File: src/rtl/btn_event_sched_pkg.sv
// Shared constants for the button event path: default button count,
// event code width and the named button indices.
package btn_pkg;

  localparam int N_BTN_DEF = 5;
  localparam int CW_DEF    = $clog2(N_BTN_DEF);

  localparam int BTN_CENTER = 0;
  localparam int BTN_UP     = 1;
  localparam int BTN_LEFT   = 2;
  localparam int BTN_RIGHT  = 3;
  localparam int BTN_DOWN   = 4;

endpackage

File: src/rtl/btn_event_sched_rr_arbiter.sv
// Round-robin arbiter: grants the first set request at or after index rr,
// searching upward and wrapping. The grant is one-hot or zero.
module rr_arbiter #(
  parameter  int N  = 5,
  localparam int IW = (N > 1) ? $clog2(N) : 1
) (
  input  logic [N-1:0]  req,
  input  logic          en,
  input  logic [IW-1:0] rr,
  output logic [N-1:0]  grant,
  output logic [IW-1:0] gidx,
  output logic          gvalid
);

  // Rotating priority search starting at the round-robin pointer
  always_comb begin
    int j;
    j      = 0;
    grant  = '0;
    gidx   = '0;
    gvalid = 1'b0;
    if (en) begin
      for (int k = 0; k < N; k++) begin
        j = (int'(rr) + k) % N;
        if (!gvalid && req[j]) begin
          gvalid   = 1'b1;
          grant[j] = 1'b1;
          gidx     = IW'(j);
        end
      end
    end
  end

endmodule

File: src/rtl/btn_event_sched.sv
// Button event scheduler: latches debounced press pulses, serves them
// round-robin into a small event FIFO, and presents the head event to a
// consumer over a valid/ready handshake. A sticky flag records presses
// that merged into an already pending press.
module btn_event_sched
  import btn_pkg::*;
#(
  parameter  int N_BTN = N_BTN_DEF,
  parameter  int DEPTH = 4,
  localparam int CW    = (N_BTN > 1) ? $clog2(N_BTN) : 1,
  localparam int AW    = $clog2(DEPTH)
) (
  input  logic             sysclk,
  input  logic             reset_n,
  input  logic [N_BTN-1:0] btn_pulse,
  input  logic             evt_ready,
  input  logic             clr_ovf,
  output logic             evt_valid,
  output logic [CW-1:0]    evt_code,
  output logic [N_BTN-1:0] pending,
  output logic [AW:0]      fifo_count,
  output logic             ovf
);

  // Advance the round-robin pointer past the granted index, wrapping.
  function automatic logic [CW-1:0] rr_after(input logic [CW-1:0] g);
    return (g == CW'(N_BTN - 1)) ? '0 : g + 1'b1;
  endfunction

  logic [CW-1:0]    rr;
  logic [N_BTN-1:0] grant;
  logic [CW-1:0]    gidx;
  logic             gvalid;
  logic             arb_en;
  logic             push;
  logic             pop;
  logic             coalesce;
  logic [AW-1:0]    wr_ptr;
  logic [AW-1:0]    rd_ptr;
  logic [CW-1:0]    mem [DEPTH];

  // Space check uses the registered count only; a same-cycle pop does not
  // open a slot for a push.
  assign arb_en   = (fifo_count < (AW+1)'(DEPTH));
  assign push     = gvalid;
  assign pop      = evt_valid & evt_ready;
  assign coalesce = |(btn_pulse & pending & ~grant);

  rr_arbiter #(.N(N_BTN)) u_arb (
    .req    (pending),
    .en     (arb_en),
    .rr     (rr),
    .grant  (grant),
    .gidx   (gidx),
    .gvalid (gvalid)
  );

  // Control state: pending latch, round-robin pointer, FIFO pointers/count, overflow
  always_ff @(posedge sysclk) begin
    if (!reset_n) begin
      pending    <= '0;
      rr         <= '0;
      wr_ptr     <= '0;
      rd_ptr     <= '0;
      fifo_count <= '0;
      ovf        <= 1'b0;
    end else begin
      pending <= (pending & ~grant) | btn_pulse;
      if (gvalid) rr <= rr_after(gidx);
      if (push) wr_ptr <= wr_ptr + 1'b1;
      if (pop)  rd_ptr <= rd_ptr + 1'b1;
      if (push && !pop)      fifo_count <= fifo_count + 1'b1;
      else if (pop && !push) fifo_count <= fifo_count - 1'b1;
      if (coalesce)     ovf <= 1'b1;
      else if (clr_ovf) ovf <= 1'b0;
    end
  end

  // Event storage: data only, never reset; the pointers decide what is live
  always_ff @(posedge sysclk) begin
    if (push) mem[wr_ptr] <= gidx;
  end

  assign evt_valid = (fifo_count != '0);
  assign evt_code  = evt_valid ? mem[rd_ptr] : '0;

endmodule

File: config.mk
export PLATFORM = sky130hd
export DESIGN_NAME = btn_event_sched
export DESIGN_NICKNAME = d
export VERILOG_FILES = /design/src/rtl/btn_event_sched_pkg.sv /design/src/rtl/btn_event_sched_rr_arbiter.sv /design/src/rtl/btn_event_sched.sv
export SDC_FILE = /design/constraint.sdc
export NUM_CORES = 1
export LEC_CHECK = 0
export CELL_PAD_IN_SITES_DETAIL_PLACEMENT = 2
export CELL_PAD_IN_SITES_GLOBAL_PLACEMENT = 2
export CORE_UTILIZATION = 39
export DETAILED_ROUTE_END_ITERATION = 7
export DONT_BUFFER_PORTS = 1
export PLACE_DENSITY_LB_ADDON = 0.1
export SLEW_MARGIN = 40
export SYNTH_ARGS = -nofsm -noshare
export SYNTH_HDL_FRONTEND = slang
export SYNTH_SLANG_ARGS = --single-unit
File: constraint.sdc
create_clock -name sysclk -period 7 [get_ports sysclk]
set_clock_uncertainty 0.15 [all_clocks]
set_input_delay 0.7 -clock sysclk [delete_from_list [all_inputs] [get_ports sysclk]]
set_output_delay 0.7 -clock sysclk [all_outputs]
set_load 0.005 [all_outputs]
; After elaboration in Yosys (flattened, before gate mapping)
; Memories as Yosys holds them, arrays and structs flattened. A register that Yosys moved wholly into a read port is not among the register bits.
; Index checks and enable logic that the tools add are counted.
[classes]
n_addsub = 9
n_mul = 0
div_mod_pow = 5
order_cmp = 11
n_eq_ne = 1
shift = 0
muxes = 61
n_bitwise = 10
reduce_logical = 21
[ops]
columns = operator, n
row1 = $ge 32x1->1 const B, 5
row2 = $lt 32x5->1 const B, 5
row3 = $mod 32x4->32 const B, 4
row4 = $mux 5, 10
row5 = $mod 4x4->32 const B, 1
row6 = $mux 3, 10
row7 = $mux 1, 29
row8 = $or 5x5->5, 5
row9 = $and 5x5->5, 3
row10 = $bmux 1 s3, 5
row11 = $demux 1 s3, 5
row12 = $logic_and 1x1->1, 11
row13 = $add 3x2->4 const B, 2
row14 = $add 3x1->3 const B, 2
row15 = $logic_not 1->1, 6
row16 = $not 5->5, 1
row17 = $reduce_or 5->1, 1
row18 = $add 2x1->2 const B, 2
row19 = $add 3x1->4 const B, 1
row20 = $add 3x3->4 const B, 1
row21 = $mux 2, 2
row22 = $reduce_bool 2->1, 2
row23 = $eq 3x3->1 const B, 1
row24 = $lt 3x3->1 const B, 1
row25 = 3 further kinds, 3
[word_totals]
reg_bits = 16
latch_bits = 0
mem_bits_rw = 12
mem_bits_ro = 0
in_bits = 9
elab_cells = 125
n_memories = 1
[mem_list]
columns = memory, words, word_bits, rd, rd_clocked_by_memory_dff, wr, line
row1 = mem, 4, 3, 1, 1, 1, btn_event_sched.sv:40  ; logic [CW-1:0] mem [DEPTH];

; Logic depth before layout (Yosys ltp)
[depth]
word_depth = 26
ltp_mapped = 24
ltp_nobuf = 22

; Cells and area by module
; A second synthesis with hierarchy kept.
[unflattened]
cells_unflattened = 471
area_unflattened_um2 = 3724.8
[modules_own_cells]
columns = mod, n_inst, cells_per_inst, area_each_um2, seq_area_each_um2
row1 = rr_arbiter, 1, 359, 2426.1, 0.0
row2 = btn_event_sched, 1, 112, 1298.7, 720.7

; Least setup slack after synthesis
; OpenSTA, ideal clock, no wires.
[synth_timing]
path_kind = register to register
start = register rr[0]
end = register fifo_count[2]
setup_ps = 70
t_arrival_ps = 5325
t_required_ps = 6780
setup_slack_ps = 1456
stages_incl_launch_ff = 24
n_path_buf = 6
synth_period_minus_slack_ps = 5544
cell_sequence = dfxtp_1 buf_2 inv_2 buf_1 ha_1 buf_2 inv_1 buf_1 nand2_1 ha_1 a21oi_1 a31oi_1 o2bb2a_1 or2_1 o31ai_4 buf_4 o31a_1 buf_2 ha_1 inv_1 fa_1 xor2_1 or3_1 a21oi_1
[synth_between]
elab_chain_len = 25
[synth_rtl]
columns = element, line
row1 = "start, declared", btn_event_sched.sv:30  ; logic [CW-1:0] rr;
row2 = "start signal, assigned", btn_event_sched.sv:69  ; if (gvalid) rr <= rr_after(gidx);
row3 = "parallel branches: the longest is 20 deep, another holds $mod 32x4->32", n/a
row4 = $mux 1 (*), btn_event_sched_rr_arbiter.sv:25  ; if (!gvalid && req[j]) begin
row5 = $mux 1 (*), btn_event_sched_rr_arbiter.sv:22  ; if (en) begin
row6 = net gvalid, btn_event_sched.sv:33  ; logic gvalid;
row7 = $logic_not 1->1, btn_event_sched.sv:73  ; else if (pop && !push) fifo_count <= fifo_count - 1'b1;
row8 = $logic_and 1x1->1, btn_event_sched.sv:73
row9 = $reduce_bool 2->1 (no line), n/a
row10 = "end signal, assigned", btn_event_sched.sv:72  ; if (push && !pop) fifo_count <= fifo_count + 1'b1;
row11 = "end signal, assigned", btn_event_sched.sv:73
row12 = "end, declared", btn_event_sched.sv:21  ; output logic [AW:0] fifo_count,
; Mark *: on every way through the listed nets, which the timed path passes. The select of a mux whose other input is x is not followed.
; A chain may end at the register's enable or synchronous reset.

; Worst setup path after layout
[layout_timing]
start = register rr[1]
end = register fifo_count[2]
[layout_between]
elab_chain_len = 25
[layout_rtl]
columns = element, line
row1 = "parallel branches: the longest is 20 deep, another holds $mod 32x4->32", n/a
row2 = $mux 1 (*), btn_event_sched_rr_arbiter.sv:25
row3 = $mux 1 (*), btn_event_sched_rr_arbiter.sv:22
row4 = $logic_not 1->1, btn_event_sched.sv:73
row5 = $logic_and 1x1->1, btn_event_sched.sv:73
row6 = $reduce_bool 2->1 (no line), n/a
; Every way passes the cells marked *. The select of a mux whose other input is x is not followed.

==> impl_metrics.json <==
{
  "yosys-top-cells-area": "ha_1, dfxtp_1, edfxtp_1",
  "nFillCells": 1203,
  "hp-class": "primary input to flop",
  "seq_area_frac_synth_pct": 18.12,
  "async_flop_share_pct": 0,
  "critical_path_required_ns": 7.06,
  "critPathArrivalTime_ns": 6.37,
  "clk_path_buf_depth": 2,
  "overflow": 0,
  "port_buffers": 0,
  "ctsHoldBuffers": 0,
  "tritoncts": "built",
  "drtAntennaViolNets": 0,
  "setup_ws_ns": 0.6838,
  "drc": 0,
  "start_util_pct": 40.49,
  "antenna_found_initial": 0,
  "vias": 4010,
  "die_w_um": 103.0,
  "slew_headroom_pct": 48.57,
  "cts_sinks": 30,
  "ctsResizeCount": 0,
  "path_cells": "inv_1 -> ha_1 -> inv_1 -> ha_1 -> inv_1 -> ha_1 -> or3_1 -> a21oi_2 -> or3b_1 -> a22oi_1 -> nand3_1 -> nand3_1 -> o31a_1 -> ha_1 -> inv_1 -> fa_1 -> xor2_1 -> or3_1 -> a21oi_1",
  "synth_most_common_cell": "nor2_1",
  "startpoint_type": "flop",
  "dieArea_mm2": 0.01060,
  "firstDrtPassIters": 4,
  "core-area_mm2": 0.009819,
  "syn2layout_area_growth_pct": 3.524,
  "io_pins": 22,
  "core.rowCount": 36,
  "cts-buffers-inserted": 5,
  "status": "finished, final reports clean",
  "worst_pin_slew_ns": 0.7715,
  "drt-initial-drc-count": 214,
  "synth-edff-count": 12,
  "postCtsSetupBuffers": 0,
  "yosysTopAreaCell": "ha_1",
  "crit_fanout": 16,
  "syn_nets": 547,
  "drv_cap": 0,
  "rsz0062_at_grt": "no",
  "critPathKind": "flop to flop",
  "synth-main-ff-cell": "dfxtp_1",
  "reg2reg_slack_ns": 0.68,
  "fin_setup_tns_ns": 0,
  "max_freq_mhz": 158.3,
  "yosysUniqueCellTypes": 93,
  "grt_max_degree": 44,
  "grt_usage_pct": 30.39,
  "die_h_um": 103.0,
  "h-tree-depth": 2,
  "critical_path.slowest_cell": "dfxtp_1",
  "drv_slew": 0,
  "finalWirelength_um": 15130,
  "final_hold_viol_count": 0,
  "viasPerCell": 6.457,
  "drive_gt1_share_pct": 9.221,
  "critPathBufInv": 4,
  "synth_top_area_share_pct": 9.755,
  "syn-instance-count": 506,
  "critPathCaptureType": "flop",
  "dp_slack_ns": 0.7505,
  "grt_pass1_vias": 4376,
  "wl_per_cell_um": 24.36,
  "hold_slack_ns": 0.3923,
  "gp_routability_congestion": 0.8684,
  "diodes": 0,
  "synth_common_cells": "nor2_1, nand2_1, ha_1",
  "setup_violations": 0,
  "final.period_utilization_pct": 90.23,
  "synthesis.area_mm2": 0.003976,
  "critPathTopFamily": "adder cells",
  "nets": 528,
  "synth-warning-count": 0,
  "max_stage_delay_ns": 0.73,
  "path_clk_slew_ns": 0.07,
  "ff_latch_area_um2": 720.7,
  "multi_input_area_mm2": 0.003005,
  "finalCriticalPeriod_ns": 6.316,
  "dp_hpwl_um": 11740,
  "grt_pass1_wl_um": 24270,
  "clk_latency_ns": 0.28,
  "clock-root-buffer": "clkbuf_8",
  "avgSynthCellArea_um2": 7.858,
  "synth-seq-cells": 30
}
## routing by layer
metal | vias up | share of wire [%] | track usage, % | wire, um
met5 | - | 0 | 0 | 0
met4 | 0 | 2.1 | 7.909 | 313
met3 | 26 | 3.8 | 5.356 | 579
met2 | 88 | 49 | 52.62 | 7446
met1 | 2031 | 45 | 38.90 | 6789
li1 | 1865 | - | - | -
## through the flow
| stage | utilization [%] | instance area, um^2 | std cells |
|---|---|---|---|
| after floorplan | - | 3976 | 506 |
| after global placement | 41.09 | 4035 | 613 |
| after detailed placement | 41.09 | 4035 | 613 |
| after CTS | 41.92 | 4116 | 621 |
| after global routing | 41.92 | 4116 | 621 |
| final | 41.92 | 4116 | 621 |
## logic make-up after synthesis
group,after synthesis,synth area share (%)
AND/OR/NAND/NOR,198,26.24
AO/OA/AOI/OAI,155,29.99
buffers and inverters,60,6.293
adder cells (fa/ha/maj),32,10.26
flip-flops,30,18.12
multiplexers,19,6.262
XOR/XNOR,12,2.832
## registers in the layout (all words and copies together), names as in the netlist, named ones only
signal / count
rd_ptr: 2
fifo_count: 3
ovf: 1
wr_ptr: 2
rr: 3
mem: 12
pending: 5
## cell type report
cell class	count	area share, %
Clock buffer	6	1.763
Clock inverter	2	0.2128
Tap cell	133	4.043
Multi-Input combinational cell	416	73.01
Timing Repair Buffer	4	0.7295
Sequential cell	30	17.51
Inverter	30	2.736
## final timing paths
check            start            end  cells after the start
min            reset_n     pending[4]                      1
min reg2reg  rd_ptr[1]           flop                      2
max              rr[1]  fifo_count[2]                     19
max reg2reg      rr[1]  fifo_count[2]                     19
## placed cells by master (no fill, tap or decap), types with 9 or more instances in the layout
cell / count
nand3_1: 19
ha_1: 31
nand2_1: 39
dfxtp_1: 18
inv_1: 28
a21oi_1: 26
o21ai_0: 23
and2_1: 10
nor2_1: 41
or3_1: 11
mux2i_1: 13
edfxtp_1: 12
nor3_1: 23
nand2b_1: 9
Power is not shown: default switching activity piles up to over one toggle a cycle in this logic, so the estimate is an artifact.
